--- config.mk ---
export PLATFORM = sky130hd
export DESIGN_NAME = lstm_feeder
export DESIGN_NICKNAME = d
export VERILOG_FILES = /design/src/rtl/lstm_feeder_pkg.sv /design/src/rtl/lstm_feeder_fifo.sv /design/src/rtl/lstm_feeder.sv
export SDC_FILE = /design/constraint.sdc
export NUM_CORES = 1
export LEC_CHECK = 0
export CELL_PAD_IN_SITES_DETAIL_PLACEMENT = 1
export CELL_PAD_IN_SITES_GLOBAL_PLACEMENT = 1
export CORE_MARGIN = 5
export CORE_UTILIZATION = 40
export DETAILED_ROUTE_END_ITERATION = 6
export PLACE_DENSITY = 0.88
export SLEW_MARGIN = 20
export SYNTH_ARGS = -nofsm -noshare
export SYNTH_HDL_FRONTEND = slang
export SYNTH_SLANG_ARGS = --single-unit
--- constraint.sdc ---
create_clock -name clk -period 2.5 [get_ports clk]
set_clock_uncertainty 0.05 [all_clocks]
set_input_delay 0.25 -clock clk [delete_from_list [all_inputs] [get_ports clk]]
set_output_delay 0.25 -clock clk [all_outputs]
set_load 0.02 [all_outputs]
--- src/rtl/lstm_feeder_pkg.sv ---
// Shared definitions for the lstm_feeder initiator: widths, gate indices,
// core latency and FSM state encodings.
package lstm_feeder_pkg;
    localparam int FP8_W        = 8;
    localparam int FP16_W       = 16;
    localparam int SD8_W        = 8;
    localparam int NUM_GATES    = 4;
    localparam int CORE_LATENCY = 7;

    localparam logic [1:0] GATE_F = 2'd0;
    localparam logic [1:0] GATE_I = 2'd1;
    localparam logic [1:0] GATE_G = 2'd2;
    localparam logic [1:0] GATE_O = 2'd3;

    typedef enum logic [1:0] {
        ST_IDLE  = 2'd0,
        ST_ISSUE = 2'd1,
        ST_WAIT  = 2'd2,
        ST_OUT   = 2'd3
    } state_t;
endpackage

--- src/rtl/lstm_feeder_fifo.sv ---
// x_t input FIFO for lstm_feeder: DEPTH x WIDTH, first-word-fall-through
// read port, full/empty flags, asynchronous active-low reset.
module lstm_feeder_fifo #(
    parameter int DEPTH = 4,
    parameter int WIDTH = 8
) (
    input  logic             clk,
    input  logic             rst_n,
    input  logic             push,
    input  logic [WIDTH-1:0] din,
    input  logic             pop,
    output logic [WIDTH-1:0] dout,
    output logic             full,
    output logic             empty
);
    localparam int AW = $clog2(DEPTH);

    logic [WIDTH-1:0] mem [DEPTH];
    logic [AW:0]      wr_ptr;
    logic [AW:0]      rd_ptr;

    // Extra pointer bit distinguishes full from empty when the indices match.
    assign empty = (wr_ptr == rd_ptr);
    assign full  = (wr_ptr[AW] != rd_ptr[AW]) && (wr_ptr[AW-1:0] == rd_ptr[AW-1:0]);
    assign dout  = mem[rd_ptr[AW-1:0]];

    // Storage and pointer update; a push while full is dropped.
    always_ff @(posedge clk or negedge rst_n) begin
        if (!rst_n) begin
            wr_ptr <= '0;
            rd_ptr <= '0;
            for (int i = 0; i < DEPTH; i++) mem[i] <= '0;
        end else begin
            if (push && !full) begin
                mem[wr_ptr[AW-1:0]] <= din;
                wr_ptr <= wr_ptr + 1'b1;
            end
            if (pop && !empty) rd_ptr <= rd_ptr + 1'b1;
        end
    end
endmodule

--- src/rtl/lstm_feeder.sv ---
// lstm_feeder: initiator for the lstm_top core. Buffers x_t, holds per-gate
// FloatSD8 weights / FP16 biases, issues one timestep at a time, returns h_out
// to the host and feeds h_out/c_next back as h_prev/c_prev.
// Optional feature: define LSTM_FEEDER_TIMEOUT_EN to enable the core-ready
// watchdog (sticky err, step dropped after TIMEOUT_CYCLES in WAIT).
module lstm_feeder
    import lstm_feeder_pkg::*;
#(
    parameter int FIFO_DEPTH     = 4,
    parameter int H_SHIFT        = 4,
    parameter int TIMEOUT_CYCLES = 32
) (
    input  logic              clk,
    input  logic              rst_n,
    input  logic              cfg_wr,
    input  logic [1:0]        cfg_gate,
    input  logic [SD8_W-1:0]  cfg_w,
    input  logic [FP16_W-1:0] cfg_b,
    output logic              cfg_ready,
    input  logic [15:0]       seq_len,
    input  logic              x_valid,
    input  logic [FP8_W-1:0]  x_data,
    output logic              x_ready,
    output logic              core_start,
    output logic [FP8_W-1:0]  core_x,
    output logic [FP8_W-1:0]  core_hprev,
    output logic [FP16_W-1:0] core_cprev,
    output logic [SD8_W-1:0]  core_w,
    output logic [FP16_W-1:0] core_bias,
    input  logic              core_ready,
    input  logic [FP16_W-1:0] core_h,
    input  logic [FP16_W-1:0] core_c,
    output logic              h_valid,
    output logic [FP16_W-1:0] h_data,
    output logic              h_last,
    input  logic              h_ready,
    output logic              err
);
    state_t                   state;
    logic [1:0]               g;
    logic [SD8_W-1:0]         w_reg [NUM_GATES];
    logic [FP16_W-1:0]        b_reg [NUM_GATES];
    logic [15:0]              step;
    logic [15:0]              len;
    logic [15:0]              seq_len_eff;
    logic                     fifo_full;
    logic                     fifo_empty;
    logic                     fifo_push;
    logic [FP8_W-1:0]         fifo_dout;
    logic                     start_issue;
    logic                     last_step;
    logic [SD8_W-1:0]         w0_fwd;
    logic [FP16_W-1:0]        b0_fwd;
    logic signed [FP16_W-1:0] h_shifted;

`ifdef LSTM_FEEDER_TIMEOUT_EN
    localparam logic [15:0] TO_LIMIT = 16'(TIMEOUT_CYCLES - 1);
    logic [15:0] wait_cnt;
    logic        err_q;
    assign err = err_q;
`else
    assign err = 1'b0;
`endif

    // Clamp a signed 16-bit value into the FP8 h_prev range [-128, 127].
    function automatic logic [FP8_W-1:0] sat8(input logic signed [FP16_W-1:0] v);
        if (v > 16'sd127)       return 8'h7F;
        else if (v < -16'sd128) return 8'h80;
        else                    return v[FP8_W-1:0];
    endfunction

    lstm_feeder_fifo #(.DEPTH(FIFO_DEPTH), .WIDTH(FP8_W)) u_fifo (
        .clk   (clk),
        .rst_n (rst_n),
        .push  (fifo_push),
        .din   (x_data),
        .pop   (start_issue),
        .dout  (fifo_dout),
        .full  (fifo_full),
        .empty (fifo_empty)
    );

    assign cfg_ready   = (state == ST_IDLE);
    assign x_ready     = !fifo_full;
    assign fifo_push   = x_valid && !fifo_full;
    assign start_issue = !fifo_empty && ((state == ST_IDLE) || ((state == ST_OUT) && h_ready));
    assign last_step   = (step == len - 16'd1);
    assign seq_len_eff = (seq_len == 16'd0) ? 16'd1 : seq_len;
    assign h_shifted   = $signed(core_h) >>> H_SHIFT;

    // A gate-F write landing in the same cycle IDLE exits must reach the first ISSUE beat.
    assign w0_fwd = (cfg_wr && cfg_ready && (cfg_gate == GATE_F)) ? cfg_w : w_reg[GATE_F];
    assign b0_fwd = (cfg_wr && cfg_ready && (cfg_gate == GATE_F)) ? cfg_b : b_reg[GATE_F];

    // Per-gate weight/bias registers, writable only while idle.
    always_ff @(posedge clk or negedge rst_n) begin
        if (!rst_n) begin
            for (int i = 0; i < NUM_GATES; i++) begin
                w_reg[i] <= '0;
                b_reg[i] <= '0;
            end
        end else if (cfg_wr && cfg_ready) begin
            w_reg[cfg_gate] <= cfg_w;
            b_reg[cfg_gate] <= cfg_b;
        end
    end

    // Timestep sequencer: issue gate schedule, wait for core, hand result to host.
    always_ff @(posedge clk or negedge rst_n) begin
        if (!rst_n) begin
            state      <= ST_IDLE;
            g          <= GATE_F;
            step       <= '0;
            len        <= '0;
            core_start <= 1'b0;
            core_x     <= '0;
            core_hprev <= '0;
            core_cprev <= '0;
            core_w     <= '0;
            core_bias  <= '0;
            h_valid    <= 1'b0;
            h_data     <= '0;
            h_last     <= 1'b0;
`ifdef LSTM_FEEDER_TIMEOUT_EN
            wait_cnt   <= '0;
            err_q      <= 1'b0;
`endif
        end else begin
            core_start <= 1'b0;
            case (state)
                ST_ISSUE: begin
                    // seq_len is captured on the first beat of a sequence's first step
                    if ((g == GATE_F) && (step == 16'd0)) len <= seq_len_eff;
                    if (g == GATE_O) begin
                        state     <= ST_WAIT;
                        core_w    <= '0;
                        core_bias <= '0;
`ifdef LSTM_FEEDER_TIMEOUT_EN
                        wait_cnt  <= '0;
`endif
                    end else begin
                        g         <= g + 2'd1;
                        core_w    <= w_reg[g + 2'd1];
                        core_bias <= b_reg[g + 2'd1];
                    end
                end
                ST_WAIT: begin
                    if (core_ready) begin
                        state      <= ST_OUT;
                        h_valid    <= 1'b1;
                        h_data     <= core_h;
                        h_last     <= last_step;
                        core_cprev <= core_c;
                        core_hprev <= sat8(h_shifted);
                    end
`ifdef LSTM_FEEDER_TIMEOUT_EN
                    else if (wait_cnt == TO_LIMIT) begin
                        err_q <= 1'b1;
                        state <= ST_IDLE;
                    end else begin
                        wait_cnt <= wait_cnt + 16'd1;
                    end
`endif
                end
                ST_OUT: begin
                    if (h_ready) begin
                        h_valid <= 1'b0;
                        h_last  <= 1'b0;
                        state   <= ST_IDLE;
                        if (h_last) begin
                            step       <= '0;
                            core_hprev <= '0;
                            core_cprev <= '0;
                        end else begin
                            step <= step + 16'd1;
                        end
                    end
                end
                default: ;
            endcase
            // Entering ISSUE (from IDLE or straight from OUT) presents gate F and pops x_t.
            if (start_issue) begin
                state      <= ST_ISSUE;
                g          <= GATE_F;
                core_start <= 1'b1;
                core_x     <= fifo_dout;
                core_w     <= w0_fwd;
                core_bias  <= b0_fwd;
            end
        end
    end
endmodule

# Word-level counts from Yosys, hierarchy flattened
# Index checks and enable logic that the tools add are counted.
# Widths: inputs -> output; s select.
[classes]
shifts = 0
n_addsub = 5
multipliers = 0
div = 0
mux = 52
magnitude_cmp = 8
n_bitwise = 4
n_eq_ne = 15
reduce_logical = 29
[ops]
columns = ["op", "count"]
rows = [
  ["$mux 16", 12],
  ["$mux 8", 15],
  ["$bwmux 32", 2],
  ["$bwmux 64", 1],
  ["$bmux 16 s2", 1],
  ["$bmux 8 s2", 2],
  ["$demux 16 s2", 1],
  ["$demux 8 s2", 2],
  ["$logic_not 16->1", 2],
  ["$pmux 16 s2", 1],
  ["$add 16x1->16 const B", 1],
  ["$eq 16x16->1", 1],
  ["$pmux 8 s2", 1],
  ["$sub 16x1->16 const B", 1],
  ["$mux 2", 7],
  ["$ge 3x3->1 const B", 4],
  ["$gt 12x8->1 const B", 1],
  ["$lt 12x8->1 const B", 1],
  ["$not 2->3", 4],
  ["$logic_and 1x1->1", 11],
  ["$ne 3x2->1 const B", 3],
  ["$reduce_and 2->1", 4],
  ["$reduce_and 4->1", 2],
  ["$add 3x1->3 const B", 2],
  ["other kinds (18)", 31],
]
[word_totals]
rom_bits = 0
inputBits = 88
wordCells = 140
n_memories = 0
regBits = 245
latch_bits = 0
mem_bits_rw = 0
output_inout_bits = 78

# Logic depth before layout (Yosys ltp)
# Gate-level depths: netlist (run 1).
[depth]
ltp_word = 8
mapped_depth = 9
depth_no_buf = 8

# Hierarchy
# From an unflattened synthesis (run 1), not the netlist that was laid out.
[hier_totals]
hier_cells = 842
hier_area_um2 = 11207.0
[by_module_without_submodules]
columns = ["mod", "area_per_inst_um2", "instances", "seq_area_each_um2", "cells_each"]
rows = [
  ["lstm_feeder", 9320.2, 1, 5180.0, 721],
  ["lstm_feeder_fifo", 1886.8, 1, 950.9, 121],
]

# Least setup slack after synthesis (run 1)
# Ideal clock, no wire load.
[synth_path]
kind = "register -> register"
start = "register g[0]"
end = "register core_bias[10]"
required_time_ns = 2.317
setup_ns = 0.133
path_stages_with_launch = 10
path_buffers = 4
slack_ns = -0.246
arrival_time_ns = 2.563
synth_period_minus_slack_ns = 2.746
path_cell_list = "dfrtp_1 buf_2 buf_1 inv_1 ha_1 clkbuf_1 clkbuf_1 mux4_2 a21oi_1 o21ai_0"
[synth_between]
elab_chain_len = 8
elab_cells_between_ends = 9
classes_between = "add/sub: 1; eq/ne: 1; mux: 6; bitwise: 1"
[synth_rtl]
columns = ["element", "line_no", "rtl"]
rows = [
  ["from (decl)", "lstm_feeder.sv:40", "logic [1:0] g;"],
  ["from (signal assigned)", "lstm_feeder.sv:142", "g <= g + 2'd1;"],
  ["$add 2x1->2", "lstm_feeder.sv:144", "core_bias <= b_reg[g + 2'd1];"],
  ["$not 2->3 (not written as such)", "lstm_feeder.sv:144", ""],
  ["$bmux 16 s2", "lstm_feeder.sv:144", ""],
  ["$mux 16 (not written as such) (2 in series)", "lstm_feeder.sv:144", ""],
  ["$mux 16 *", "lstm_feeder.sv:134", "if (g == GATE_O) begin"],
  ["$mux 16 *", "lstm_feeder.sv:130", "case (state)"],
  ["$mux 16 *", "lstm_feeder.sv:182", "if (start_issue) begin"],
  ["to (signal assigned)", "lstm_feeder.sv:144", ""],
  ["to (signal assigned)", "lstm_feeder.sv:188", "core_bias <= b0_fwd;"],
  ["to (decl)", "lstm_feeder.sv:29", "output logic [FP16_W-1:0] core_bias,"],
]
# Mark *: on every way between the ends. The rest lies on a longest branch, timed or not. The select of a mux whose other input is x is not followed.
# A chain may end at the register's enable or synchronous reset.

# Final worst setup path (run 1)
[layout_path]
start = "register len[6]"
end = "register h_last"
[layout_between]
elab_chain_len = 4
[layout_rtl]
columns = ["element", "line_no", "rtl"]
rows = [
  ["from (decl)", "lstm_feeder.sv:44", "logic [15:0] len;"],
  ["from (signal assigned)", "lstm_feeder.sv:133", "if ((g == GATE_F) && (step == 16'd0)) len <= seq_len_eff;"],
  ["$sub 16x1->16", "lstm_feeder.sv:87", "assign last_step = (step == len - 16'd1);"],
  ["$eq 16x16->1", "lstm_feeder.sv:87", ""],
  ["$mux 1", "lstm_feeder.sv:148", "if (core_ready) begin"],
  ["$pmux 1 s2", "lstm_feeder.sv:130", ""],
  ["to (signal assigned)", "lstm_feeder.sv:152", "h_last <= last_step;"],
  ["to (decl)", "lstm_feeder.sv:35", "output logic h_last,"],
]
# No other way between the ends. The select of a mux whose other input is x is not followed.

==> results.yml, run 1 <==
routing:
  dr.pass1.iters: 4
  wl_per_cell_um: 21.7
  vias: 7752
  drt_iter0_markers: 362
  route.detailed.drc: 0
  ant_nets: 0
  wirelength_um: 31400
  vias_per_cell: 5.35
power_and_ir_drop:
  leakage_nw: 6.13
  power_density_nw_per_um2: 1350
  irDropWorstVdd_mv: 0.791
hold_path:
  hold_path.class: "primary input to async pin"
synth:
  synth_cells: 867
  yosys_most_used_dff: "dfrtp_1"
  ys_types: 51
  syn-cell-area_um2: 11100
  syn_avg_cell_area_um2: 12.8
  synth_top_cell_area_share_pct: 55.0
  seq_area_frac_synth_pct: 55.0
  synth_edf_count: 0
  ys_ff_latch: 245
  ys_warn_count: 0
  synth-async-reset-ratio_pct: 100
  yosysMostFrequentCell: "dfrtp_1"
  ys_top_cells_by_area: "dfrtp_1 55%, mux2_2 16%, mux4_2 6.5%"
  synth_common_cells: "245 x dfrtp_1, 156 x mux2_2, 69 x nand2_1"
  synth_area_leader_cell: "dfrtp_1"
  syn-num-nets: 970
critical_path:
  r2r_cells: 6
  arrival_ns: 2.77
  critical-path-max-stage-delay_ns: 0.54
  crit_chain: "or4_4 > or3_1 > o31ai_1 > o221a_1 > nand4_1 > o31ai_2"
  reg2reg_slack_ns: 0.13
  path_class: "register to register"
  critPathMaxFanout: 6
  end_kind: "register"
  worstPathRequired_ns: 2.90
  crit_family: "simple AND/OR/NAND/NOR gates"
  crit_buf_inv: 0
  slowest_stage: "or4_4"
  critPathLaunchType: "register"
  cp.depth: 6
status:
  status: "finished clean"
cells_and_area:
  drive_above_1_share_pct: 25.7
  antenna_cells: 0
  finalInstanceArea_um2: 14400
  syn2layout_area_growth_pct: 28.9
  largest_register_ff_count: 64
  finalNetCount: 1153
timing:
  maxSlewHeadroom_pct: 44.6
  final.setup.tns_ns: 0
  final_hold_viol_count: 0
  finalSetupViolCount: 0
  finalMaxSlewViolations: 0
  layout_min_cycle_time_ns: 2.37
  grt_setup_unrepaired: "no"
  finalCritPeriodShare_pct: 94.8
  worstMarginPinSlew_ns: 0.832
  clock.fmax_ghz: 0.422
placement:
  place_area_um2: 13400
  io_buffers: 164
  gp_congestion: 0.827
  dp_hpwl_um: 20700
cts:
  clk_latency_ns: 0.53
  cts_max_level: 1
  cts_buffer_depth: 3
  cts_tree: "built"
  cts_root_buf: "clkbuf_16"
  cts_inserted_buffers: 29
  clkTransAtPathRegs_ns: 0.06
  postCtsSetupRepairBufs: 0
  clock_sinks: 245
die:
  initial_core_util_pct: 40.3
  rows: 61
  die_x_um: 177
  ioPinCount: 166
  die_area_um2: 31300
  core_um2: 27600
  dieHeight_um: 177
global_route:
  grt_pass1_vias: 8923
  grtUsageTotal_pct: 20.2
  grt.met1_usage_pct: 25.1
  antenna_found_initial: 0
  grt.busiest_layer: "met2"
  grt_overflow: 0
  met3_usage_pct: 2.86
  grt_pass1_wl_um: 50300
  use_met2_pct: 36.5
  grt_max_degree: 73
job:
  maxCapViolations: 0
-- power breakdown --
| group | switching (W) | leakage [nW] | internal (W) |
|---|---|---|---|
| sequential | 0.00114 | 3.03 | 0.00583 |
| clock | 0.00166 | 0.462 | 0.00251 |
| combinational | 0.00401 | 2.64 | 0.00422 |
-- routing by layer --
metal | share of wire, % | wire length (µm)
met4 | 2.7 | 855
met1 | 41 | 12800
met2 | 53 | 16500
met5 | 0 | 0
met3 | 3.8 | 1210
-- cells in the final DEF, fill, tap and decap left out, drive strengths merged, types with 7 or more instances in the layout --
master and count:
mux4 32, nand4 12, inv 15, nor3 10, a22o 30, a21oi 35
buf 36, nand2 69, xor2 16, and3 7, nor2b 27, ha 15
clkbuf 43, nor2 27, xnor2 17, clkdlybuf4s50 162, nor4 9, o21ai 45
mux2 156, dfrtp 245
-- timing repair --
item,4_1_cts,5_1_grt
endpoints found under the hold margin,61,0
hold buffers,1,0
endpoints found under the setup margin,1,0
gates resized for setup,1,0
-- path summary, 6_finish.rpt --
check / from / endpoint
max: len[6] / h_last
min: rst_n / len[3]
max reg2reg: len[6] / h_last
min reg2reg: core_hprev[1] / core_hprev[1]
max in group asynchronous: rst_n / u_fifo.mem[10]
min in group clk: core_c[13] / core_cprev[13]
-- per-stage QoR --
stage               worst slack [ns]  instances  util [%]  hold slack (ns)  power, W
floorplan                    0.00595        867         -          -0.0956    0.0119
global placement               0.191       1396      48.5            0.188    0.0147
detailed placement            0.0999       1396      48.5            0.198    0.0152
CTS                           0.0528       1449      52.0            0.216    0.0196
global route                  0.0386       1449      52.0            0.248    0.0205
finish                         0.130       1449      52.0            0.203    0.0194
-- area by class of cell --
| type | count | area, µm² |
|---|---|---|
| fillers | 2850 | 13300 |
| flip-flops and latches | 245 | 6130 |
| multi-input cells | 559 | 4770 |
| repair buffers | 200 | 1990 |
| clock buffers | 43 | 838 |
| well taps | 378 | 473 |
| clock inverters | 9 | 101 |
| inverters | 15 | 56.3 |
-- kinds of logic after synthesis --
| logic type | count (synthesis) | synth area share [%] |
|---|---|---|
| and+or+nand+nor | 192 | 8.73 |
| muxes | 191 | 22.5 |
| buffers and inverters | 63 | 2.28 |
| xor gates and xnor gates | 33 | 2.59 |
| other | 1 | 0.0337 |
| AOI/OAI and AO/OA | 127 | 7.13 |
| DFF | 245 | 55.0 |
| adders and majority gates | 15 | 1.68 |
Power figures use the tool's default switching activity.
==> run 2: changes to the inputs <==
--- a/config.mk
+++ b/config.mk
@@ -8,9 +8,10 @@
 export CELL_PAD_IN_SITES_DETAIL_PLACEMENT = 1
 export CELL_PAD_IN_SITES_GLOBAL_PLACEMENT = 1
 export CORE_MARGIN = 5
-export CORE_UTILIZATION = 40
+export CORE_UTILIZATION = 48
 export DETAILED_ROUTE_END_ITERATION = 6
-export PLACE_DENSITY = 0.88
+export GPL_TIMING_DRIVEN = 0
+export PLACE_DENSITY = 0.95
 export SLEW_MARGIN = 20
 export SYNTH_ARGS = -nofsm -noshare
 export SYNTH_HDL_FRONTEND = slang
==> constraint.sdc (replaced) <==
create_clock -name clk -period 3.1 [get_ports clk]
set_clock_uncertainty 0.05 [all_clocks]
set_input_delay 0.31 -clock clk [delete_from_list [all_inputs] [get_ports clk]]
set_output_delay 0.31 -clock clk [all_outputs]
set_load 0.02 [all_outputs]
==> results.yml, run 2 (same netlist as run 1, synthesis figures left out) <==
critical_path:
  r2r_end: "len[6]"
  r2r_cells: 7
  critPathMaxFanout: 10
  slowest_stage: "ha_1"
  reg2reg_slack_ns: 0.23
  worstPathRequired_ns: 3.52
  critPathLaunchType: "register"
  path_class: "register to register"
  crit_family: "simple AND/OR/NAND/NOR gates"
  crit_chain: "inv_1 > ha_1 > and4_1 > nand4_1 > a31oi_2 > clkbuf_1 > a22o_1"
  end_kind: "register"
  arrival_ns: 3.29
  crit_buf_inv: 2
  critical-path-max-stage-delay_ns: 0.45
  r2r-start: "state[1]"
timing:
  finalMaxSlewViolations: 0
  grt_setup_unrepaired: "no"
  clock.fmax_ghz: 0.348
  maxSlewHeadroom_pct: 45.1
  worstMarginPinSlew_ns: 0.823
  final.setup.tns_ns: 0
  final_hold_viol_count: 0
  hold_slack_ns: 0.279
  finalCritPeriodShare_pct: 92.6
  finalSetupViolCount: 0
  layout_min_cycle_time_ns: 2.87
power_and_ir_drop:
  seqPwrFrac_pct: 35.3
  irDropWorstVdd_mv: 0.617
  pwr-share-comb_pct: 42.4
  clockPowerShare_pct: 22.3
  leakage_nw: 6.08
  power_density_nw_per_um2: 1120
  switching_share_pct: 36.0
  p_int_w: 0.0103
  switchingPower_w: 0.00577
routing:
  ant_nets: 0
  vias_per_cell: 5.73
  vias: 8007
  dr_wl_met3_um: 1420
  dr.pass1.iters: 4
  drt_iter0_markers: 455
  top_layer: "met4"
  wirelength_um: 33300
  route.detailed.drc: 0
  met2_length_um: 17900
  route.layer.met1.wl_um: 12800
  wl_per_cell_um: 23.8
die:
  rows: 55
  initial_core_util_pct: 48.9
  dieHeight_um: 162
  die_area_um2: 26400
  ioPinCount: 166
  die_x_um: 162
  core_um2: 22800
global_route:
  grt_max_degree: 96
  grt_pass1_wl_um: 52600
  grt_overflow: 0
  grt_pass1_vias: 9201
  grtUsageTotal_pct: 25.2
  antenna_found_initial: 3
hold_path:
  hold_path.class: "primary input to async pin"
placement:
  gp_congestion: 0.816
  place_inst: 1346
  place_area_um2: 13200
  dp_hpwl_um: 22100
  io_buffers: 164
cts:
  cts_max_level: 1
  cts_inserted_buffers: 27
  clk_latency_ns: 0.55
  cts_root_buf: "clkbuf_16"
  cts_tree: "built"
  cts_buffer_depth: 3
  clkTransAtPathRegs_ns: 0.06
  clock_sinks: 245
cells_and_area:
  drive_above_1_share_pct: 23.4
  finalInstanceArea_um2: 14300
  final_cells: 1398
  layout_commonest_cell: "dfrtp_1"
  syn2layout_area_growth_pct: 28.1
  final_cell_mix: "245 x dfrtp_1, 163 x clkdlybuf4s50_1, 156 x mux2_2"
  largest_register_ff_count: 64
  finalNetCount: 1165
job:
  maxCapViolations: 0
status:
  status: "finished clean"
-- run 2: cell types whose count changed in the layout (fill, tap and decap cells not counted), moves of 3 or more --
cell       change
clkbuf_8       +3
diode_2        +3
buf_12         -6
clkinv_2       -3
buf_4         -27
buf_2          +5
clkbuf_1      +31
bufinv_16      +3
-- run 2: cell type report --
class	count	area, µm²
Buffer	47	206
Multi-Input combinational cell	559	4770
Clock inverter	9	188
Antenna cell	3	7.51
Tap cell	313	392
Timing Repair Buffer	167	1710
Fill cell	2241	8500
Clock buffer	40	815
Inverter	15	56.3
Sequential cell	245	6130
-- run 2: routing by layer --
metal,track usage (%),vias up
met1,29.6,4179
met3,4.33,78
li1,-,3534
met5,0,-
met4,9.73,0
met2,46.2,216
-- run 2: worst max-delay path by stage --
stage,from,end,cells after the start
floorplan,g[0],core_bias[10],9
CTS,g[0],core_bias[9],9
finish,state[1],len[6],7
global placement,rst_n,b_reg[13],1
global route,state[1],len[6],7
detailed placement,g[0],core_bias[10],9
-- run 2: what timing repair did --
item	CTS	global route
gates resized for setup	10	4
hold endpoints to repair	68	0
hold buffers	1	0
setup endpoints to repair	35	17
gates cloned	0	0
buffers inserted	0	0
-- run 2: worst reg2reg max path, delay by kind of cell, from the launching register on --
kind                     cells  cell delay, ns
AO/OA/AOI/OAI                2            0.65
AND/OR/NAND/NOR              2            0.72
flip-flops                   1            0.41
buffers and inverters        2            0.51
adder cells (fa/ha/maj)      1            0.45
-- run 2: power by group through the flow --
stage | Combinational, W | Clock [W] | Sequential [W]
2_1_floorplan | 0.00371 | 0 | 0.00590
3_3_place_gp | 0.00625 | 0 | 0.00549
3_5_place_dp | 0.00665 | 0 | 0.00563
4_1_cts | 0.00685 | 0.00362 | 0.00563
5_1_grt | 0.00729 | 0.00376 | 0.00580
6_report | 0.00680 | 0.00357 | 0.00565
-- run 2: metrics by stage --
step	power, W	worst slack [ns]	utilization, %
after floorplan	0.00961	0.354	-
after global placement	0.0117	-8.64	57.8
after detailed placement	0.0123	-0.742	58.1
after CTS	0.0161	0.0514	62.6
after global routing	0.0168	0.0353	62.7
final	0.0160	0.228	62.7
